`src/rtl/bus_pkg.sv`:
```
// Shared types and widths for the bus_slave block: FSM state encoding,
// data width and word-address width.
package bus_pkg;

  localparam int DATA_W = 32;
  localparam int ADDR_W = 8;

  typedef enum logic [1:0] {
    IDLE = 2'd0,
    WAIT = 2'd1,
    RESP = 2'd2,
    GAP  = 2'd3
  } state_e;

endpackage : bus_pkg

```
`src/rtl/bus_slave_if.sv`:
```
// Request/response bus between a master and bus_slave.
// s_err exists only when BUS_SLAVE_ERR_EN is defined.
interface bus_slave_if;
  import bus_pkg::*;

  logic              s_sel;
  logic              s_wr;
  logic [ADDR_W-1:0] s_addr;
  logic [DATA_W-1:0] s_din;
  logic [DATA_W-1:0] s_dout;
  logic              s_ready;
`ifdef BUS_SLAVE_ERR_EN
  logic              s_err;

  modport master (output s_sel, s_wr, s_addr, s_din, input s_dout, s_ready, s_err);
  modport slave  (input s_sel, s_wr, s_addr, s_din, output s_dout, s_ready, s_err);
`else
  modport master (output s_sel, s_wr, s_addr, s_din, input s_dout, s_ready);
  modport slave  (input s_sel, s_wr, s_addr, s_din, output s_dout, s_ready);
`endif

endinterface : bus_slave_if

```
`src/rtl/bus_slave_mem.sv`:
```
// Word storage for bus_slave: synchronous write, combinational read,
// whole array cleared asynchronously by reset.
module bus_slave_mem
  import bus_pkg::*;
#(
  parameter int DEPTH = 16,
  localparam int IDX_W = $clog2(DEPTH)
) (
  input  logic              clk,
  input  logic              reset,
  input  logic              we_i,
  input  logic [IDX_W-1:0]  waddr_i,
  input  logic [DATA_W-1:0] wdata_i,
  input  logic [IDX_W-1:0]  raddr_i,
  output logic [DATA_W-1:0] rdata_o
);

  logic [DATA_W-1:0] mem_q [DEPTH];

  // NOTE: the array must clear on reset, so it maps to resettable flops
  // rather than a RAM macro (RAM macros have no reset port).
  always_ff @(posedge clk or posedge reset) begin
    if (reset) begin
      for (int i = 0; i < DEPTH; i++) begin
        mem_q[i] <= '0;
      end
    end else if (we_i) begin
      mem_q[waddr_i] <= wdata_i;
    end
  end

  assign rdata_o = mem_q[raddr_i];

endmodule : bus_slave_mem

```
`src/rtl/bus_slave.sv`:
```
// Wait-state bus slave over a DEPTH-word memory; one s_ready strobe per request.
// Optional out-of-range error reporting via macro BUS_SLAVE_ERR_EN.
module bus_slave
  import bus_pkg::*;
#(
  parameter int DEPTH       = 16,
  parameter int WAIT_CYCLES = 1
) (
  input logic        clk,
  input logic        reset,
  bus_slave_if.slave s_bus
);

  localparam int         IDX_W    = $clog2(DEPTH);
  localparam logic [3:0] CNT_INIT = 4'(WAIT_CYCLES);

  function automatic logic [IDX_W-1:0] word_idx(input logic [ADDR_W-1:0] a);
    return IDX_W'(32'(a) % DEPTH);
  endfunction

`ifdef BUS_SLAVE_ERR_EN
  function automatic logic out_of_range(input logic [ADDR_W-1:0] a);
    return 32'(a) >= 32'(DEPTH);
  endfunction
`endif

  state_e            state_q, state_d;
  logic [3:0]        cnt_q, cnt_d;
  logic              wr_q, wr_d;
  logic [ADDR_W-1:0] addr_q, addr_d;
  logic [DATA_W-1:0] din_q, din_d;
  logic [DATA_W-1:0] dout_q, dout_d;
  logic              ready_q, ready_d;
  logic              err_q, err_d;

  logic              req_wr;
  logic [ADDR_W-1:0] req_addr;
  logic              mem_we;
  logic [DATA_W-1:0] rd_data;

  // In IDLE the request is still on the bus; later it lives in the latches.
  assign req_wr   = (state_q == IDLE) ? s_bus.s_wr   : wr_q;
  assign req_addr = (state_q == IDLE) ? s_bus.s_addr : addr_q;

`ifdef BUS_SLAVE_ERR_EN
  assign mem_we = (state_q == RESP) && wr_q && !out_of_range(addr_q);
`else
  assign mem_we = (state_q == RESP) && wr_q;
`endif

  bus_slave_mem #(.DEPTH(DEPTH)) u_mem (
    .clk     (clk),
    .reset   (reset),
    .we_i    (mem_we),
    .waddr_i (word_idx(addr_q)),
    .wdata_i (din_q),
    .raddr_i (word_idx(req_addr)),
    .rdata_o (rd_data)
  );

  always_comb begin
    // NOTE: every variable gets its default first, so no path can leave one
    // unassigned and infer a latch.
    state_d = state_q;
    cnt_d   = cnt_q;
    wr_d    = wr_q;
    addr_d  = addr_q;
    din_d   = din_q;
    dout_d  = dout_q;
    err_d   = 1'b0;

    unique case (state_q)
      IDLE: begin
        if (s_bus.s_sel) begin
          wr_d    = s_bus.s_wr;
          addr_d  = s_bus.s_addr;
          din_d   = s_bus.s_din;
          cnt_d   = CNT_INIT;
          state_d = (WAIT_CYCLES == 0) ? RESP : WAIT;
        end
      end
      WAIT: begin
        cnt_d = cnt_q - 4'd1;
        if (cnt_q <= 4'd1) state_d = RESP;
      end
      RESP:    state_d = GAP;
      GAP:     state_d = IDLE;
      default: state_d = IDLE;
    endcase

    // Response outputs are registered, so they are computed on entry to RESP.
    ready_d = (state_d == RESP);
`ifdef BUS_SLAVE_ERR_EN
    err_d = ready_d && out_of_range(req_addr);
    if (ready_d && !req_wr) dout_d = out_of_range(req_addr) ? '0 : rd_data;
`else
    if (ready_d && !req_wr) dout_d = rd_data;
`endif
  end

  // NOTE: sequential state uses non-blocking assignments so every register
  // samples the pre-edge values and updates together.
  always_ff @(posedge clk or posedge reset) begin
    if (reset) begin
      state_q <= IDLE;
      cnt_q   <= '0;
      wr_q    <= 1'b0;
      addr_q  <= '0;
      din_q   <= '0;
      dout_q  <= '0;
      ready_q <= 1'b0;
      err_q   <= 1'b0;
    end else begin
      state_q <= state_d;
      cnt_q   <= cnt_d;
      wr_q    <= wr_d;
      addr_q  <= addr_d;
      din_q   <= din_d;
      dout_q  <= dout_d;
      ready_q <= ready_d;
      err_q   <= err_d;
    end
  end

  assign s_bus.s_dout  = dout_q;
  assign s_bus.s_ready = ready_q;
`ifdef BUS_SLAVE_ERR_EN
  assign s_bus.s_err   = err_q;
`endif

endmodule : bus_slave

```
`src/flat_wrapper.sv`:
```
// flat-port wrapper written by rule: the top's interface ports become plain ports
module bus_slave_flat import bus_pkg::*;
#(
  parameter int DEPTH       = 16,
  parameter int WAIT_CYCLES = 1
)
  (clk, reset, s_bus_s_sel, s_bus_s_wr, s_bus_s_addr, s_bus_s_din, s_bus_s_dout, s_bus_s_ready);
  bus_slave_if s_bus_i ();
  input logic clk;
  input logic reset;
  input wire logic [$bits(s_bus_i.s_sel)-1:0] s_bus_s_sel;
  input wire logic [$bits(s_bus_i.s_wr)-1:0] s_bus_s_wr;
  input wire logic [$bits(s_bus_i.s_addr)-1:0] s_bus_s_addr;
  input wire logic [$bits(s_bus_i.s_din)-1:0] s_bus_s_din;
  output wire logic [$bits(s_bus_i.s_dout)-1:0] s_bus_s_dout;
  output wire logic [$bits(s_bus_i.s_ready)-1:0] s_bus_s_ready;
  assign s_bus_i.s_sel = s_bus_s_sel;
  assign s_bus_i.s_wr = s_bus_s_wr;
  assign s_bus_i.s_addr = s_bus_s_addr;
  assign s_bus_i.s_din = s_bus_s_din;
  assign s_bus_s_dout = s_bus_i.s_dout;
  assign s_bus_s_ready = s_bus_i.s_ready;
  bus_slave #(.DEPTH(DEPTH), .WAIT_CYCLES(WAIT_CYCLES)) u_core (.clk(clk), .reset(reset), .s_bus(s_bus_i));
endmodule
```
`config.mk`:
```
export PLATFORM = sky130hd
export DESIGN_NAME = bus_slave_flat
export DESIGN_NICKNAME = d
export VERILOG_FILES = /design/src/rtl/bus_pkg.sv /design/src/rtl/bus_slave_if.sv /design/src/rtl/bus_slave_mem.sv /design/src/rtl/bus_slave.sv /design/src/flat_wrapper.sv
export SDC_FILE = /design/constraint.sdc
export NUM_CORES = 1
export LEC_CHECK = 0
export CORE_AREA = 2 2 320 227
export DETAILED_ROUTE_END_ITERATION = 10
export DIE_AREA = 0 0 322 229
export GPL_ROUTABILITY_DRIVEN = 0
export GPL_TIMING_DRIVEN = 0
export PLACE_DENSITY = 0.57
export SYNTH_ARGS = -nofsm -noshare
export SYNTH_HDL_FRONTEND = slang
export SYNTH_SLANG_ARGS = --single-unit
```
`constraint.sdc`:
```
create_clock -name clk -period 56.5 [get_ports clk]
set_input_delay 11.3 -clock clk [delete_from_list [all_inputs] [get_ports clk]]
set_output_delay 11.3 -clock clk [all_outputs]
set_load 0.01 [all_outputs]
```
==> results.cfg <==
[logic_synthesis]
syn_avg_cell_area_um2 = 12.9
yosys.cell_types.count = 47
yosys_warnings = 0
synth.cell_area_um2 = 28000
synthFlopType = dfrtp_1
syn_nets = 2208
synth_top_area_share_pct = 52.6
ys_ff_latch = 588
synth_top_area_cell = dfrtp_1
syn_inst = 2162
ys_seq_area_share_pct = 52.6
synth_edf_count = 0
synth_area_leaders = dfrtp_1, mux2_2, mux2i_1
synthArstFlopShare_pct = 100

[clock_network]
holdBufCountCts = 0
clock_sinks = 588
root_buffer = clkbuf_16
postCtsResizedCells = 0
cts_tree = done
clk_path_buf_depth = 3
insertion_delay_ns = 0.65
clk_pin_slew_ns = 0.07
htreeDepth = 2
cts_setup_buffers = 0
cts_made_buffers = 58

[layout]
nets = 2345
final_util_pct = 45.3
final_common_cell = dfrtp_1
syn_to_final_growth_pct = 14.7
drive_above_1_share_pct = 32.0
finalInstanceArea_um2 = 32100
layout_common_cells = dfrtp_1, mux2_2, and3_1

[hold_path]
hold_path.startpoint = u_core.u_mem.mem_q[227]
min_path_type = register to register

[die]
die_area_um2 = 73700
rows = 82
die_h_um = 229
die_x_um = 322
start_util_pct = 39.5
num_io_pins = 77
core_area_um2 = 70800

[outcome]
status = completed

[route]
dr.first_iter.drc_count = 2056
avgRoutedWirePerCell_um = 29.8
dr.pass1.iters = 5
ant_nets = 0
drc = 0
vias_per_cell = 6.13
wl_um = 97500
vias = 20053

[grt]
antenna_found_initial = 3
grt_pass1_vias = 19913
grt-ovfl-total = 0
grtUsageTotal_pct = 26.3
grt_pass1_wl_um = 141000
grt_max_degree = 133

[placement]
io_buffers = 72
dp_worst_setup_slack_ns = 42.08
dpl-instance-area_um2 = 30000
post-dp-hpwl_um = 65300

[timing]
tightest_slew_ns = 1.34
slew_headroom_pct = 10.7
final-max-slew-violation-count = 0
rsz0062_at_grt = no
fin_worst_skew_ns = 0.0150
fin_ws_ns = 42.63
fmax_mhz = 72.1
final.min_clock_period_ns = 13.87
fin_tns_setup_ns = 0
period_share_pct = 24.5
hold_viol_final = 0
finalSetupViolCount = 0

[worst_setup_path]
r2r-start = u_core.state_q[1]
slowest_stage = buf_1
start_kind = input pin
worstSetupEndpointType = register
setup.worst_path.class = input pin to register
path_common_cell = mux2i_1
worstPathRequired_ns = 57.07
critPathMaxFanout = 10
cp_cell_sequence = clkdlybuf4s50_1 -> buf_2 -> buf_1 -> mux2i_1 -> mux2i_1 -> o32ai_1 -> nor4_1 -> a221o_1
crit_path_max_incr_delay_ns = 0.92
crit_arrival_ns = 14.44
critPathLaunch = s_bus_s_addr[1]

[power]
p_leak_nw = 15.7
power_frac_seq_pct = 36.6
ir_drop_mv = 0.0291
p_sw_share_pct = 40.1
switching_power_mw = 0.728
combPwrFrac_pct = 39.5
p_clk_share_pct = 23.9
cellPowerDensity_nw_per_um2 = 56.5
p_int_mw = 1.09

[job]
drv_cap = 0
cells in the mapped netlist, types with 2 or more instances:
cell      count
dfrtp_1     588
mux2_2      521
and3_1      186
a211oi_1    181
mux2i_1     161
buf_2        89
clkbuf_1     83
nor2_1       74
nor4_1       62
mux2_1       34
o32ai_1      32
a221o_1      29
nand2_1      17
buf_1        12
buf_6        12
buf_4        11
inv_1         7
o21ai_0       6
o22ai_1       5
a31oi_4       4
nand3_1       4
nor3_1        4
a21boi_0      3
nor2_2        3
nor4b_2       3
a21oi_1       2
and2_1        2
ha_1          2
nand2b_1      2
nor3_2        2
o311ai_0      2
o31a_1        2
o31ai_1       2
or3_1         2
worst paths after layout:
check	endpoint	slack, ns	depth (start not counted)
max in group asynchronous	u_core.u_mem.mem_q[377]	43.77	4
setup / recovery	u_core.s_bus.s_dout[7]	42.63	8
min in group asynchronous	u_core.din_q[3]	11.08	2
hold reg to reg	u_core.u_mem.mem_q[227]	0.48	1
hold / removal	u_core.u_mem.mem_q[227]	0.48	1
setup reg to reg	u_core.s_bus.s_dout[7]	53.05	6
critical path, delay by kind of cell:
family                 cells  cell delay (ns)
AO/OA/AOI/OAI              2             0.33
buffers and inverters      3             1.97
multiplexers               2             0.42
AND/OR/NAND/NOR            1             0.42
state kept, by name, summed over array words and instances, names as in the netlist:
signal	cells
u_core.cnt_q	4
u_core.din_q	32
u_core.state_q	2
u_core.wr_q	1
u_core.u_mem.mem_q	512
u_core.addr_q	4
u_core.s_bus.s_ready	1
u_core.s_bus.s_dout	32
cell families (layout without fill, tap and decap cells):
family / count (synthesis) / after routing / synth area share [%]
muxes: 716 / 716 / 28.1
DFF: 588 / 588 / 52.6
other: 0 / 3 / 0
adders and majority gates: 2 / 2 / 0.0894
buffers and inverters: 215 / 398 / 3.76
and+or+nand+nor: 368 / 368 / 7.58
AOI/OAI and AO/OA: 273 / 273 / 7.89
per-layer routing:
| layer | vias to the layer above | GRT usage (%) | part of all wire [%] |
|---|---|---|---|
| met3 | 146 | 5.43 | 8.3 |
| met2 | 887 | 37.6 | 42 |
| met5 | - | 0 | 0 |
| li1 | 8393 | - | - |
| met1 | 10627 | 40.2 | 47 |
| met4 | 0 | 6.75 | 2.3 |
per-stage QoR:
stage	power (mW)	cells	hold WS, ns
3_3_place_gp	1.35	3158	0.462
2_1_floorplan	1.07	2162	0.449
3_5_place_dp	1.37	3163	0.467
4_1_cts	1.80	3269	0.481
6_report	1.81	3272	0.484
5_1_grt	1.89	3269	0.499
cell type report:
| cell class | count | area (um2) |
|---|---|---|
| clock buffer | 78 | 1640 |
| antenna | 3 | 7.51 |
| inverter | 7 | 33.8 |
| clock inverter | 28 | 453 |
| tap | 924 | 1160 |
| timing repair buffer | 77 | 858 |
| fill | 6410 | 38700 |
| sequential | 588 | 14700 |
| multi-input combinational | 1359 | 12200 |
| buffer | 208 | 1020 |
power by group through the flow:
stage | logic, mW | clock network [mW] | registers, mW
6_report | 0.716 | 0.434 | 0.663
5_1_grt | 0.751 | 0.457 | 0.680
4_1_cts | 0.703 | 0.439 | 0.660
3_5_place_dp | 0.700 | 0 | 0.667
3_3_place_gp | 0.687 | 0 | 0.660
2_1_floorplan | 0.435 | 0 | 0.636
Power figures use the tool's default switching activity.
